==> config.mk <==
export PLATFORM = sky130hd
export DESIGN_NAME = ddcq_derotator_flat
export DESIGN_NICKNAME = d
export VERILOG_FILES = /design/src/rtl/ddcq_pkg.sv /design/src/rtl/ddcq_if.sv /design/src/rtl/ddcq_cordic_stage.sv /design/src/rtl/ddcq_derotator.sv /design/src/flat_wrapper.sv
export SDC_FILE = /design/constraint.sdc
export NUM_CORES = 1
export LEC_CHECK = 0
export BUFFER_PORTS_ARGS = -buffer_cell sky130_fd_sc_hd__buf_2
export CORE_MARGIN = 3
export CORE_UTILIZATION = 57
export DETAILED_ROUTE_END_ITERATION = 6
export GPL_TIMING_DRIVEN = 0
export PLACE_DENSITY_LB_ADDON = 0.15
export SLEW_MARGIN = 5
export SYNTH_ARGS = -nofsm -noshare
export SYNTH_HDL_FRONTEND = slang
export SYNTH_SLANG_ARGS = --single-unit
==> constraint.sdc <==
create_clock -name clk -period 4.47 [get_ports clk]
set_clock_uncertainty 0.1 [all_clocks]
set_input_delay 0.2235 -clock clk [delete_from_list [all_inputs] [get_ports clk]]
set_output_delay 0.2235 -clock clk [all_outputs]
set_load 0.03 [all_outputs]
==> src/rtl/ddcq_pkg.sv <==
// ddcq_pkg: shared widths, CORDIC arctangent table, gain constant, FSM states and rounding helpers.
package ddcq_pkg;
  localparam int SW = 14;
  localparam int FB = 11;
  localparam int ITER = 12;
  localparam int GB = 3;
  localparam int DW = SW + 2 + GB;
  localparam int ZW = 16;
  localparam int PW = 30;
  localparam int SMAX = 2 ** (SW - 1) - 1;
  localparam int SMIN = -(2 ** (SW - 1));
  localparam logic [11:0] GAIN = 12'h9B7;
  localparam logic signed [ZW-1:0] ATAN_TAB [ITER] = '{
    16'sd8192, 16'sd4836, 16'sd2555, 16'sd1297, 16'sd651, 16'sd326,
    16'sd163, 16'sd81, 16'sd41, 16'sd20, 16'sd10, 16'sd5
  };
  typedef enum logic [1:0] {S_IDLE, S_PREROT, S_ITER, S_POST} state_t;
  function automatic logic signed [DW-1:0] gain_mul(input logic signed [DW-1:0] v);
    logic signed [DW+12:0] acc;
    acc = '0;
    for (int k = 0; k < 12; k++)
      if (GAIN[k]) acc = acc + ($signed({{13{v[DW-1]}}, v}) <<< k);
    return DW'(acc >>> 12);
  endfunction
  // Round half-up away the guard bits, then clamp into the Q3.11 range.
  function automatic logic signed [SW-1:0] rnd_sat(input logic signed [DW-1:0] v);
    logic signed [DW:0] w;
    w = {v[DW-1], v} + (DW+1)'(1 << (GB - 1));
    w = w >>> GB;
    return w > SMAX ? SW'(SMAX) : w < SMIN ? SW'(SMIN) : SW'(w);
  endfunction
endpackage

==> src/rtl/ddcq_if.sv <==
// ddcq_if: sample/strobe bus between the receive front-end and the derotator.
interface ddcq_if;
  logic signed [ddcq_pkg::SW-1:0] i_x, i_y, o_x, o_y;
  logic [ddcq_pkg::PW-1:0] i_ddcfreq;
  logic i_start, o_done, o_busy;
  modport master (output i_x, i_y, i_start, i_ddcfreq, input o_x, o_y, o_done, o_busy);
  modport slave (input i_x, i_y, i_start, i_ddcfreq, output o_x, o_y, o_done, o_busy);
endinterface

==> src/rtl/ddcq_cordic_stage.sv <==
// ddcq_cordic_stage: one combinational CORDIC micro-rotation driven toward z = 0.
module ddcq_cordic_stage
  import ddcq_pkg::*;
(
  input  logic signed [DW-1:0] i_x,
  input  logic signed [DW-1:0] i_y,
  input  logic signed [ZW-1:0] i_z,
  input  logic [3:0] i_i,
  input  logic signed [ZW-1:0] i_atan,
  output logic signed [DW-1:0] o_x,
  output logic signed [DW-1:0] o_y,
  output logic signed [ZW-1:0] o_z
);
  logic w_neg;
  logic signed [DW-1:0] w_xs, w_ys;
  assign w_neg = i_z[ZW-1];
  assign w_xs = i_x >>> i_i;
  assign w_ys = i_y >>> i_i;
  assign o_x = w_neg ? i_x + w_ys : i_x - w_ys;
  assign o_y = w_neg ? i_y - w_xs : i_y + w_xs;
  assign o_z = w_neg ? i_z + i_atan : i_z - i_atan;
endmodule

==> src/rtl/ddcq_derotator.sv <==
// ddcq_derotator: NCO + iterative CORDIC rotating each I/Q sample by minus the NCO phase.
// Define DDCQ_GAINCOMP_EN to cancel the CORDIC gain in the POST cycle.
module ddcq_derotator
  import ddcq_pkg::*;
(
  input logic clk,
  input logic reset_n,
  ddcq_if.slave bus
);
  state_t r_state, w_next;
  logic [PW-1:0] r_phacc;
  logic [11:0] r_theta;
  logic signed [SW-1:0] r_xin, r_yin, r_ox, r_oy;
  logic signed [DW-1:0] r_x, r_y;
  logic signed [ZW-1:0] r_z, w_sz;
  logic [3:0] r_cnt;
  logic r_busy, r_done, w_accept;
  logic [1:0] w_q;
  logic signed [DW-1:0] w_xe, w_ye, w_xq, w_yq, w_sx, w_sy, w_gx, w_gy;
  assign w_accept = bus.i_start && !r_busy;
  assign w_q = r_theta[11:10];
  assign w_xe = {{2{r_xin[SW-1]}}, r_xin, {GB{1'b0}}};
  assign w_ye = {{2{r_yin[SW-1]}}, r_yin, {GB{1'b0}}};
  assign w_xq = w_q == 2'd0 ? w_xe : w_q == 2'd1 ? -w_ye : w_q == 2'd2 ? -w_xe : w_ye;
  assign w_yq = w_q == 2'd0 ? w_ye : w_q == 2'd1 ? w_xe : w_q == 2'd2 ? -w_ye : -w_xe;
`ifdef DDCQ_GAINCOMP_EN
  assign w_gx = gain_mul(r_x);
  assign w_gy = gain_mul(r_y);
`else
  assign w_gx = r_x;
  assign w_gy = r_y;
`endif
  ddcq_cordic_stage u_stage (
    .i_x(r_x), .i_y(r_y), .i_z(r_z), .i_i(r_cnt), .i_atan(ATAN_TAB[r_cnt]),
    .o_x(w_sx), .o_y(w_sy), .o_z(w_sz)
  );
  always_ff @(posedge clk or negedge reset_n)
    if (!reset_n) r_state <= S_IDLE;
    else r_state <= w_next;
  always_comb begin
    w_next = r_state;
    case (r_state)
      S_IDLE:   w_next = w_accept ? S_PREROT : S_IDLE;
      S_PREROT: w_next = S_ITER;
      S_ITER:   w_next = r_cnt == 4'(ITER - 1) ? S_POST : S_ITER;
      default:  w_next = S_IDLE;
    endcase
  end
  // o_busy stays high through the o_done cycle, which is what blocks a start there.
  always_ff @(posedge clk or negedge reset_n)
    if (!reset_n) begin
      r_phacc <= '0;
      r_theta <= '0;
      r_xin <= '0;
      r_yin <= '0;
      r_x <= '0;
      r_y <= '0;
      r_z <= '0;
      r_cnt <= '0;
      r_busy <= 1'b0;
      r_done <= 1'b0;
      r_ox <= '0;
      r_oy <= '0;
    end else begin
      r_done <= r_state == S_POST;
      if (w_accept) begin
        r_phacc <= r_phacc + bus.i_ddcfreq;
        r_theta <= -r_phacc[PW-1:PW-12];
        r_xin <= bus.i_x;
        r_yin <= bus.i_y;
        r_busy <= 1'b1;
      end else if (r_done) r_busy <= 1'b0;
      if (r_state == S_PREROT) begin
        r_x <= w_xq;
        r_y <= w_yq;
        r_z <= $signed({2'b00, r_theta[9:0], 4'b0000});
        r_cnt <= '0;
      end
      if (r_state == S_ITER) begin
        r_x <= w_sx;
        r_y <= w_sy;
        r_z <= w_sz;
        r_cnt <= r_cnt + 4'd1;
      end
      if (r_state == S_POST) begin
        r_ox <= rnd_sat(w_gx);
        r_oy <= rnd_sat(w_gy);
      end
    end
  assign bus.o_x = r_ox;
  assign bus.o_y = r_oy;
  assign bus.o_done = r_done;
  assign bus.o_busy = r_busy;
endmodule

==> src/flat_wrapper.sv <==
// flat-port wrapper written by rule: the top's interface ports become plain ports
module ddcq_derotator_flat import ddcq_pkg::*;
  (clk, reset_n, bus_i_x, bus_i_y, bus_i_start, bus_i_ddcfreq, bus_o_x, bus_o_y, bus_o_done, bus_o_busy);
  ddcq_if bus_i ();
  input logic clk;
  input logic reset_n;
  input wire logic [$bits(bus_i.i_x)-1:0] bus_i_x;
  input wire logic [$bits(bus_i.i_y)-1:0] bus_i_y;
  input wire logic [$bits(bus_i.i_start)-1:0] bus_i_start;
  input wire logic [$bits(bus_i.i_ddcfreq)-1:0] bus_i_ddcfreq;
  output wire logic [$bits(bus_i.o_x)-1:0] bus_o_x;
  output wire logic [$bits(bus_i.o_y)-1:0] bus_o_y;
  output wire logic [$bits(bus_i.o_done)-1:0] bus_o_done;
  output wire logic [$bits(bus_i.o_busy)-1:0] bus_o_busy;
  assign bus_i.i_x = bus_i_x;
  assign bus_i.i_y = bus_i_y;
  assign bus_i.i_start = bus_i_start;
  assign bus_i.i_ddcfreq = bus_i_ddcfreq;
  assign bus_o_x = bus_i.o_x;
  assign bus_o_y = bus_i.o_y;
  assign bus_o_done = bus_i.o_done;
  assign bus_o_busy = bus_i.o_busy;
  ddcq_derotator u_core (.clk(clk), .reset_n(reset_n), .bus(bus_i));
endmodule
==> run metrics <==
share of the synthesized area in compound gates (AO/OA/AOI/OAI)=22.23%; delay-heaviest family, CP=compound AO/OA/AOI/OAI gates; area share of fa/ha/maj cells after synthesis=approximately 8.3%; largest net degree at the start of global routing=110; vias in the first global route=15,650; netlist area before placement=0.01597 mm²; number of buffers and inverters on the critical path=2; cell type contributing the most total cell area after synthesis=dfrtp_1; unique cell type count in the Yosys netlist=98; library cell contributing the largest single delay on the critical path=mux4_1; number of clock sinks seen by CTS=160; data arrival time of the critical path=just over 5 ns; final slew viol count=0; clock buffers created by TritonCTS=17; post-synthesis xor/xnor area fraction=7.461%; classification of the worst-slack hold path=input port to register; max-cap violation count=0; number of standard cells after synthesis=between 1,500 and 2,000; sum of net half-perimeters after detailed placement=just over 40,000 µm; Tcrit/Tclk final=109.8%; CP Launch Type=register; die extent in x=173.4 µm; combinational family with the most area after synthesis=compound AO/OA/AOI/OAI gates; asr flop ratio synth=100.0%; vertical die dimension=about 170 µm; post-detailed-route wirelength per cell=22.44 µm; simple logic cell fraction of the synthesized area=between 10% and 20%; maximum buffer depth of the clock tree=2; biggest area contributors in the synthesized netlist=dfrtp_1 25%, ha_1 7.8%, mux4_2 6.2%; floorplan core area=between 0.02 and 0.03 mm²; Synthesis Warnings=0; n_diodes=0; final layout net count=2,284; number of antenna violations at the first check in global routing=0; unrepaired setup endpoints after global routing=yes; DRC Markers=0; final setup violating endpoints=18; multiplexer area fraction after synthesis=about an eighth; FILL cells=2,252; mean cell area of the mapped netlist=~8.3 µm²; most frequent cells in the layout=242 x nand2_1, 158 x dfrtp_1, 144 x a21oi_1; commonest register cell after synthesis=dfrtp_1; core utilization of the finished layout=69.92%; worst skew pair latency=0.45 ns; post-synthesis to final-layout area growth=19.34%; number of search-and-repair iterations in the first detailed-routing pass=7; ports placed on the boundary=91; fraction of the yosys area taken by sequential cells=25.08%; ratio of routed vias to standard cells=6.482; combined flip-flop and latch cell area=0.004006 mm²; Final Critical Period=4.907 ns; Final Hold Fails=0; clock transition at the register clock pins on the worst setup and hold paths after CTS=approximately 0.08 ns; # port buffers=90; final WL=~56,000 µm; pre-CTS setup slack=-1.250 ns; max_slew headroom=27.59%; count of antenna-violating nets left after detailed routing=0; Seq cells post-synth=160; area of the die=approximately 0.030 mm²; EDFF count, synth=0; Remaining Overflow, GRT=0; delay contributed by the slowest stage of the critical path=0.58 ns; routed vias=16,230; area used by multi-input combinational logic=0.01156 mm²; FMAX=203.8 MHz; clock tree from TritonCTS=yes; type of the setup path with the least slack=register to register; gp weighted congestion=about 1.0; post-route worst setup slack=-0.4374 ns; Initial Utilization=58.59%; total global-route track usage=36.41%; violations in the final reports=setup timing; H-tree depth=4; worst path required time=4.71 ns; share of layout cells above drive strength 1=20.08%; crit path max fanout=9; standard-cell row count=60; outcome=finished with violations; buffer type at the clock tree root=clkbuf_16; category of the worst setup path capture point=register; global-route wire length before repair=87,640 µm; Yosys top cell area share=25.08%; Worst Max-Slew Pin Slew=1.086 ns; DRC violation total after the first TritonRoute iteration=1,902; most common library cell in the layout ignoring fill and taps=nand2_1; CP cell instances=buf_8, buf_4, mux4_1, mux2_2, mux2_4, nor2_4, nand4_1, nor2_1, or3_1, a21oi_2, a311oi_4, ha_1, a21o_1, a21o_1, a21oi_2, o21ai_2, o31ai_2, xor2_1, a211oi_2, a21o_1; most common cell type on the critical path=a21o_1; syn_nets=roughly 2,100
-- final timing paths --
kind,start,to,slack [ns],cells past startpoint
min in group asynchronous,reset_n,u_core.bus.o_y[5],0.18,2
worst max register to register,u_core.r_cnt[1],u_core.r_y[16],-0.44,20
max in group asynchronous,reset_n,u_core.r_x[17],3.17,3
worst max-delay path,u_core.r_cnt[1],u_core.r_y[16],-0.44,20
worst min register to register,u_core.bus.o_y[7],u_core.bus.o_y[7],0.37,1
worst min-delay path,bus_i_ddcfreq[0],u_core.r_phacc[0],0.02,4
-- layout make-up --
type	count	share of cell area [%]
Timing Repair Buffer	178	6.908
Clock buffer	17	2.233
Tap cell	372	2.443
Multi-Input combinational cell	1544	60.66
Clock inverter	15	0.9062
Inverter	85	1.701
Sequential cell	160	21.03
Buffer	133	4.124
-- tightest hold or removal path, cell delays in order --
cell	delay, ns
buf_2	0.09
ha_1	0.12
nand2_1	0.04
nand2_1	0.05
-- metrics by stage --
stage          instances  hold WS, ns  area, µm²  TNS, ns
2_1_floorplan       1923      -0.1721      16020  -0.3351
3_3_place_gp        2385       0.3125      16940   -17.09
3_5_place_dp        2386      0.06749      16980   -17.86
4_1_cts             2477      0.01155      18500   -2.285
5_1_grt             2504      0.04306      19050   -6.210
6_report            2504      0.02160      19050   -3.136
-- timing repair --
item	in CTS	in global routing
hold buffers	29	0
cloned	0	4
resized for setup	112	73
pin swaps	33	50
endpoints found under the setup margin	36	31
hold endpoints to repair	79	0
buffers inserted	31	24
-- cell usage after synthesis (7+ instances only) --
master and number:
a31oi_1 27, buf_2 12, nand2_1 245, ha_1 100
a21o_1 18, and2_1 7, buf_4 13, nand2b_1 16
mux2i_1 48, o211ai_1 37, or3_1 23, and3_1 23
dfrtp_1 160, nand3_1 41, xor2_1 58, mux4_2 44
mux4_1 7, a211oi_1 14, buf_1 12, o21ai_0 141
a21oi_1 159, mux2_2 31, or4_1 7, o21a_1 39
inv_1 81, nand4_1 11, o21bai_1 7, o31ai_1 11
xnor2_1 78, nor3_1 39, nor2_1 130, clkbuf_1 90
nor2b_1 22, o22ai_1 13
-- registers in the layout, summed over array words and instances (netlist names), 12 cells and up --
name,flops
u_core.r_theta,12
u_core.r_y,19
u_core.r_z,16
u_core.bus.o_x,14
u_core.bus.o_y,14
u_core.r_yin,14
u_core.r_xin,14
u_core.r_x,19
u_core.r_phacc,30
-- cell families (layout without fill, tap and decap cells) --
kind of cell,count (synthesis),count (layout)
simple gates,611,611
compound gates,560,560
buf+inv,219,428
flops,160,160
xor+xnor,136,136
mux,133,133
fa+ha+maj,104,104
-- per-layer routing --
metal  track usage, %  share of wire, %
met1            48.11                40
met2            58.62                45
met3            6.023               9.2
met4            16.93               5.4
met5                0                 0
Power is not shown: default switching activity piles up to over one toggle a cycle in this logic, so the estimate is an artifact.
